===== src/rtl/multicycle_control.sv =====
// Multicycle RV32I main controller: Moore FSM that sequences the shared datapath.
// Define MULTICYCLE_ILLEGAL_TRAP_EN to trap unknown opcodes instead of retiring them as NOPs.
module multicycle_control #(
  parameter int INSTRET_W = 32
) (
  input  logic                 clk,
  input  logic                 reset,
  input  logic [6:0]           opcode,
  input  logic                 branch_taken,
  input  logic                 mem_ready,
  output logic                 mem_read,
  output logic                 mem_write,
  output logic                 adr_src,
  output logic                 ir_write,
  output logic                 pc_write,
  output logic                 reg_write,
  output logic [1:0]           alu_src_a,
  output logic [1:0]           alu_src_b,
  output logic [1:0]           alu_op,
  output logic [1:0]           result_src,
  output logic                 illegal_instr,
  output logic [INSTRET_W-1:0] instret,
  output logic [3:0]           dbg_state
);

  localparam logic [6:0] OP_LOAD   = 7'b0000011;
  localparam logic [6:0] OP_STORE  = 7'b0100011;
  localparam logic [6:0] OP_RTYPE  = 7'b0110011;
  localparam logic [6:0] OP_ITYPE  = 7'b0010011;
  localparam logic [6:0] OP_BRANCH = 7'b1100011;
  localparam logic [6:0] OP_JAL    = 7'b1101111;
  localparam logic [6:0] OP_JALR   = 7'b1100111;
  localparam logic [6:0] OP_LUI    = 7'b0110111;
  localparam logic [6:0] OP_AUIPC  = 7'b0010111;

  typedef enum logic [3:0] {
    S_FETCH    = 4'd0,
    S_DECODE   = 4'd1,
    S_MEMADR   = 4'd2,
    S_MEMREAD  = 4'd3,
    S_MEMWB    = 4'd4,
    S_MEMWRITE = 4'd5,
    S_EXECR    = 4'd6,
    S_EXECI    = 4'd7,
    S_LUI      = 4'd8,
    S_ALUWB    = 4'd9,
    S_BRANCH   = 4'd10,
    S_JALR     = 4'd11,
`ifdef MULTICYCLE_ILLEGAL_TRAP_EN
    S_JAL      = 4'd12,
    S_TRAP     = 4'd13
`else
    S_JAL      = 4'd12
`endif
  } state_t;

  state_t                 state_q, state_d;
  logic [INSTRET_W-1:0]   instret_q, instret_d;

  // Internal enables before reset gating.
  logic pc_update;
  logic branch;
  logic mem_read_raw;
  logic mem_write_raw;
  logic ir_write_raw;
  logic reg_write_raw;

  // Next-state logic.
  always_comb begin
    state_d = state_q;
    unique case (state_q)
      S_FETCH:    state_d = mem_ready ? S_DECODE : S_FETCH;
      S_DECODE: begin
        case (opcode)
          OP_LOAD, OP_STORE: state_d = S_MEMADR;
          OP_RTYPE:          state_d = S_EXECR;
          OP_ITYPE:          state_d = S_EXECI;
          OP_BRANCH:         state_d = S_BRANCH;
          OP_JAL:            state_d = S_JAL;
          OP_JALR:           state_d = S_JALR;
          OP_LUI:            state_d = S_LUI;
          OP_AUIPC:          state_d = S_ALUWB;
`ifdef MULTICYCLE_ILLEGAL_TRAP_EN
          default:           state_d = S_TRAP;
`else
          default:           state_d = S_FETCH;
`endif
        endcase
      end
      // opcode bit 5 separates store (0100011) from load (0000011).
      S_MEMADR:   state_d = opcode[5] ? S_MEMWRITE : S_MEMREAD;
      S_MEMREAD:  state_d = mem_ready ? S_MEMWB : S_MEMREAD;
      S_MEMWB:    state_d = S_FETCH;
      S_MEMWRITE: state_d = mem_ready ? S_FETCH : S_MEMWRITE;
      S_EXECR:    state_d = S_ALUWB;
      S_EXECI:    state_d = S_ALUWB;
      S_LUI:      state_d = S_ALUWB;
      S_ALUWB:    state_d = S_FETCH;
      S_BRANCH:   state_d = S_FETCH;
      S_JALR:     state_d = S_JAL;
      S_JAL:      state_d = S_ALUWB;
`ifdef MULTICYCLE_ILLEGAL_TRAP_EN
      S_TRAP:     state_d = S_TRAP;
`endif
      default:    state_d = S_FETCH;
    endcase
  end

  // An instruction retires on every return to FETCH; TRAP never returns.
  always_comb begin
    instret_d = instret_q;
    if ((state_q != S_FETCH) && (state_d == S_FETCH)) begin
      instret_d = instret_q + INSTRET_W'(1);
    end
  end

  always_ff @(posedge clk) begin
    if (reset) begin
      state_q   <= S_FETCH;
      instret_q <= '0;
    end else begin
      state_q   <= state_d;
      instret_q <= instret_d;
    end
  end

  // Memory handshake: mem_read/mem_write and adr_src are held stable while
  // mem_ready=0; the access completes in the first cycle with mem_ready=1.
  always_comb begin
    mem_read_raw  = 1'b0;
    mem_write_raw = 1'b0;
    ir_write_raw  = 1'b0;
    reg_write_raw = 1'b0;
    pc_update     = 1'b0;
    branch        = 1'b0;
    adr_src       = 1'b0;
    alu_src_a     = 2'b00;
    alu_src_b     = 2'b00;
    alu_op        = 2'b00;
    result_src    = 2'b00;
    unique case (state_q)
      S_FETCH: begin
        mem_read_raw = 1'b1;
        alu_src_b    = 2'b10;
        result_src   = 2'b10;
        ir_write_raw = mem_ready;
        pc_update    = mem_ready;
      end
      S_DECODE: begin
        alu_src_a = 2'b01;
        alu_src_b = 2'b01;
      end
      S_MEMADR: begin
        alu_src_a = 2'b10;
        alu_src_b = 2'b01;
      end
      S_MEMREAD: begin
        adr_src      = 1'b1;
        mem_read_raw = 1'b1;
      end
      S_MEMWB: begin
        result_src    = 2'b01;
        reg_write_raw = 1'b1;
      end
      S_MEMWRITE: begin
        adr_src       = 1'b1;
        mem_write_raw = 1'b1;
      end
      S_EXECR: begin
        alu_src_a = 2'b10;
        alu_op    = 2'b10;
      end
      S_EXECI: begin
        alu_src_a = 2'b10;
        alu_src_b = 2'b01;
        alu_op    = 2'b11;
      end
      S_LUI: begin
        alu_src_a = 2'b11;
        alu_src_b = 2'b01;
      end
      S_ALUWB: begin
        reg_write_raw = 1'b1;
      end
      S_BRANCH: begin
        alu_src_a = 2'b10;
        alu_op    = 2'b01;
        branch    = 1'b1;
      end
      S_JALR: begin
        alu_src_a = 2'b10;
        alu_src_b = 2'b01;
      end
      S_JAL: begin
        alu_src_a = 2'b01;
        alu_src_b = 2'b10;
        pc_update = 1'b1;
      end
      default: begin
      end
    endcase
  end

  // Reset suppresses every enable, so an access in flight is simply dropped.
  assign mem_read  = mem_read_raw & ~reset;
  assign mem_write = mem_write_raw & ~reset;
  assign ir_write  = ir_write_raw & ~reset;
  assign reg_write = reg_write_raw & ~reset;
  assign pc_write  = (pc_update | (branch & branch_taken)) & ~reset;

`ifdef MULTICYCLE_ILLEGAL_TRAP_EN
  assign illegal_instr = (state_q == S_TRAP);
`else
  assign illegal_instr = 1'b0;
`endif

  assign instret   = instret_q;
  assign dbg_state = state_q;

endmodule


===== config.mk =====
export PLATFORM = sky130hd
export DESIGN_NAME = multicycle_control
export DESIGN_NICKNAME = d
export VERILOG_FILES = /design/src/rtl/multicycle_control.sv
export SDC_FILE = /design/constraint.sdc
export NUM_CORES = 1
export LEC_CHECK = 0
export CAP_MARGIN = 20
export CORE_UTILIZATION = 35
export CTS_BUF_LIST = sky130_fd_sc_hd__clkbuf_4
export DETAILED_ROUTE_END_ITERATION = 8
export SYNTH_ARGS = -nofsm -noshare
export SYNTH_HDL_FRONTEND = slang
export SYNTH_SLANG_ARGS = --single-unit

===== constraint.sdc =====
create_clock -name clk -period 2.09 [get_ports clk]
set_clock_uncertainty 0.15 [all_clocks]
set_input_delay 0.627 -clock clk [delete_from_list [all_inputs] [get_ports clk]]
set_output_delay 0.627 -clock clk [all_outputs]
set_load 0.01 [all_outputs]

**After elaboration in Yosys (flattened, before gate mapping)**

Index checks and enable logic that the tools add are counted.

- Add/subtract/negate cells: 1
- Bitwise logic cells: 8
- Equality and inequality tests: 21
- Reduce and logical (&&, ||, !) cells: 13
- Mux-type cells: 17

Operators by type and width:

| cell | count |
|---|---|
| $add A32 B1 Y32 const B | 1 |
| $pmux W4 S8 | 1 |
| $pmux W4 S7 | 1 |
| $eq A7 B6 Y1 const B | 3 |
| $eq A7 B7 Y1 const B | 3 |
| $eq A4 B4 Y1 const B | 5 |
| $eq A4 B3 Y1 const B | 4 |
| $eq A7 B5 Y1 const B | 2 |
| $pmux W2 S3 | 2 |
| $reduce_or A2 Y1 | 6 |
| $reduce_or A5 Y1 | 2 |
| $mux W3 | 3 |
| $eq A4 B2 Y1 const B | 2 |
| $logic_not A4 Y1 | 2 |
| $pmux W2 S2 | 2 |
| $eq A7 B2 Y1 const B | 1 |
| $mux W1 | 7 |
| $and A1 B1 Y1 | 6 |
| $eq A4 B1 Y1 const B | 1 |
| $reduce_bool A4 Y1 | 1 |
| $reduce_or A4 Y1 | 1 |
| $pmux W1 S2 | 1 |
| $logic_and A1 B1 Y1 | 1 |
| $not A1 Y1 | 1 |
| $or A1 B1 Y1 | 1 |

- Output and inout bits: 51
- Register bits after elaboration: 36
- Word-level logic and storage cells: 62
- Input port bits: 11

**Depth between registers and ports, before layout**

- Depth after elaboration: 6
- Depth in mapped cells: 10
- Depth with buffers taken out: 6

**Worst setup path before layout**

OpenSTA, ideal clock, no wires.

- Kind: input to output
- From: input reset
- To: output mem_write
- Data required time: 1.313 ns
- Cell stages on the path: 3
- Arrival time: 1.435 ns
- Slack: -0.122 ns
- Buffers on the path: 2
- Cell sequence: clkbuf_1 clkbuf_1 nor4_1

- Word-level cells in the longest chain between the ends: 2

RTL lines:

| element | RTL line | source |
|---|---|---|
| start, declared | 7 | `input logic reset,` |
| $not A1 Y1 | 206 | `assign mem_write = mem_write_raw & ~reset;` |
| $and A1 B1 Y1 | 206 |  |
| end, declared | 12 | `output logic mem_write,` |

No other way between the ends.

**Worst setup path in the final report**

- From: register state_q[2], in the netlist dbg_state[2]
- To: output pc_write

- Word-level cells in the longest chain between the ends: 5
- Elaborated cells between the ends (all ways): 8
- Those cells by class: eq/ne (2); mux (2); bitwise (3); reduce/logical (1)

RTL lines:

| element | RTL line | source |
|---|---|---|
| start, declared | 57 | `state_t state_q, state_d;` |
| start signal, assigned | 122 | `state_q <= state_d;` |
| $eq A4 B4 Y1 | 141 | `unique case (state_q)` |
| $mux W1 | 141 |  |
| $and A1 B1 Y1 | 209 | `assign pc_write = (pc_update \| (branch & branch_taken)) & ~reset;` |
| $or A1 B1 Y1 * | 209 |  |
| $and A1 B1 Y1 * | 209 |  |
| end, declared | 15 | `output logic pc_write,` |

Every way passes the cells marked *; elsewhere a longest branch is shown, timed or not.

==> flow_summary.toml <==
[global_route]
antenna_found_initial = 0
grt_pass1_wl_mm = 12.33
busiest_layer = "met2"
grt_use_met3_pct = 4.076
gr-total-overflow = 0
grt_use_met2_pct = 35.92
met1_usage_pct = 28.98
grtUsageTotal_pct = 21.69
grt_max_degree = 24
grt_pass1_vias = 2610

[logic_synthesis]
synthFlopType = "dfxtp_1"
syn_avg_cell_area_sq_um = 7.691
ys_types = 49
synthCells = 300
yosys_warnings = 0
synth_area_sq_um = 2307
ys_async_sr_fraction_pct = 0
synth_enable_flop_cells = 0
yosys_register_bits = 36
syn-num-nets = 312
synth_seq_area_share_pct = 31.24

[setup_path]
start_kind = "flip-flop"
criticalPathCategory = "reg2out"
path_buf_inv = 2
crit_chain = "buf_6, nor2b_4, a21oi_2, nor3_1, or2_4, buf_6"
worstSetupEndpointType = "output pin"
crit_fanout = 6
arrival_ns = 1.46
cp_data_required_time_ns = 1.31
cp_common_cell = "buf_6"
max_stage_delay_ns = 0.39
cp_slowest_cell = "dfxtp_4"
crit_family = "flip-flops"

[place]
port_buffers = 60
hpwlAfterDp_mm = 4.966
routabilityCongestion = 0.8628
placed_cell_area_sq_um = 3477

[sta]
hold_viol = 0
slew_violations = 0
fin_crit_ns = 2.234
post-route-period-util_pct = 106.9
worst_pin_slew_ns = 0.5292
relSlewSlack_pct = 64.39
max_freq_mhz = 447.6
setup_viol = 40
setup_slack_ns = -0.1441
grt_setup_unrepaired = "true"

[finish]
design_area_sq_um = 4219
syn2layout_area_growth_pct = 82.86
final_common_cell = "buf_4"
nets = 454
multiInputGateArea_sq_um = 1822
diodes = 0
mostFrequentLayoutCells = "buf_4 (81), dlygate4sd2_1 (25), nand3_1 (21)"
drive_gt1_share_pct = 50.11
seqCellArea_sq_um = 782.0
fillCellCount = 544

[power]
ir_worst_vdd_mv = 0.2032
power_uw = 1334
power.density_nw_per_um2 = 316.3
p_leak_uw = 0.001923

[floorplan]
fp.dieW_um = 83.19
core_area_sq_um = 6350
die-area_sq_um = 6921
fp-row-count = 29
io_pins = 62
fp.dieH_um = 83.19
start_util_pct = 36.33

[clocking]
cts_tree = "yes"
htree_levels = 2
cts_sinks = 36
clk_latency_ns = 0.34
cts-root-buf = "clkbuf_4"
path_clk_slew_ns = 0.12
cts_buffers = 5
clock_path_buffers = 2

[drt]
final_antenna_net_count = 0
num_vias = 2917
wl_per_cell_um = 15.45
firstDrtPassIters = 6
post-route-drc-count = 0
routed_wl_mm = 8.033
vias_per_cell = 5.610
drtIter0Drc = 103

[min_path]
worst_hold_path_type = "reg2reg"

[outcome]
violations = "setup timing"
status = "finished, violations left"

[run]
drv_cap = 0
==> layer usage <==
layer / vias to the layer above / wire [um]
met5: - / 0
li1: 1416 / -
met3: 8 / 331
met2: 87 / 4044
met4: 0 / 63
met1: 1406 / 3593
==> sequential cells by signal, indices dropped and copies added (netlist names) <==
signal     count
instret       32
dbg_state      4
==> power by group <==
part           leakage [uW]  switching (uW)  internal [uW]  total (uW)
Sequential         0.000306            7.49            675         682
Combinational       0.00159             127            140         267
Clock             0.0000293             244            141         386
==> final timing paths <==
check,from,to,slack (ns),cells after the start
hold reg to reg,instret[31],instret[31],0.35,2
hold / removal,instret[31],instret[31],0.35,2
setup reg to reg,dbg_state[0],instret[17],-0.12,7
setup / recovery,dbg_state[2],pc_write,-0.14,6
==> through the flow <==
step / std cells / hold WS (ns) / util [%] / setup slack, ns / TNS [ns]
floorplan: 300 / 0.3459 / - / -0.1160 / -0.7888
global placement: 488 / 0.3165 / 54.76 / -0.8904 / -23.49
detailed placement: 488 / 0.3327 / 54.76 / -0.9149 / -24.74
CTS: 513 / 0.3490 / 61.14 / -0.1575 / -2.070
global route: 520 / 0.3682 / 66.44 / -0.2224 / -6.304
finish: 520 / 0.3500 / 66.44 / -0.1441 / -2.509
==> kinds of logic (layout without fill, tap and decap cells) <==
family / count (synthesis) / count (layout) / share of synthesized area [%]
AOI/OAI and AO/OA: 69 / 69 / 19.03
xor gates and xnor gates: 2 / 2 / 0.7594
adders and majority gates: 1 / 1 / 0.5422
buffers and inverters: 34 / 177 / 7.266
DFF: 36 / 36 / 31.24
muxes: 11 / 11 / 5.315
other: 1 / 1 / 0.1625
and+or+nand+nor: 146 / 146 / 35.68
==> what timing repair did <==
action / in CTS / in global routing
setup endpoints to repair: 75 / 62
setup buffers: 14 / 4
pin swaps: 27 / 13
resized for setup: 167 / 71
hold buffers: 0 / 0
endpoints found under the hold margin: 0 / 0
gates cloned: 3 / 3
==> layout make-up <==
cell class,instances,share of cell area [%]
clock buffer,6,1.068
sequential,36,18.53
multi-input combinational,230,43.18
timing repair buffer,158,33.69
inverter,11,0.9786
tap,77,2.284
clock inverter,2,0.2669
==> synthesized netlist by cell type, drive strengths merged, types with 2 or more instances <==
| library cell | count | area [sq um] |
|---|---|---|
| dfxtp | 36 | 720.7 |
| a21oi | 28 | 140.1 |
| nand3 | 23 | 115.1 |
| nor2 | 23 | 86.33 |
| o31ai | 20 | 150.1 |
| or4 | 20 | 150.1 |
| nand2 | 19 | 73.82 |
| nor2b | 15 | 101.3 |
| clkbuf | 12 | 45.04 |
| buf | 11 | 81.32 |
| inv | 11 | 41.29 |
| nor4 | 11 | 68.82 |
| mux2 | 10 | 112.6 |
| nand4 | 9 | 56.30 |
| nor3 | 9 | 45.04 |
| o21ai | 9 | 45.04 |
| and3 | 5 | 36.28 |
| or3 | 3 | 18.77 |
| a32oi | 2 | 25.03 |
| and4 | 2 | 20.02 |
| nand2b | 2 | 12.51 |
| o21a | 2 | 15.01 |
| o22ai | 2 | 12.51 |
==> worst register-to-register path, stage by stage (launching register included) <==
cell,delay (ns)
dfxtp_4,0.40
buf_6,0.13
buf_6,0.11
nor2b_4,0.12
and4_4,0.15
and3_4,0.24
or4b_4,0.53
mux2_4,0.30
No activity file was read; power rests on OpenSTA's default activity.
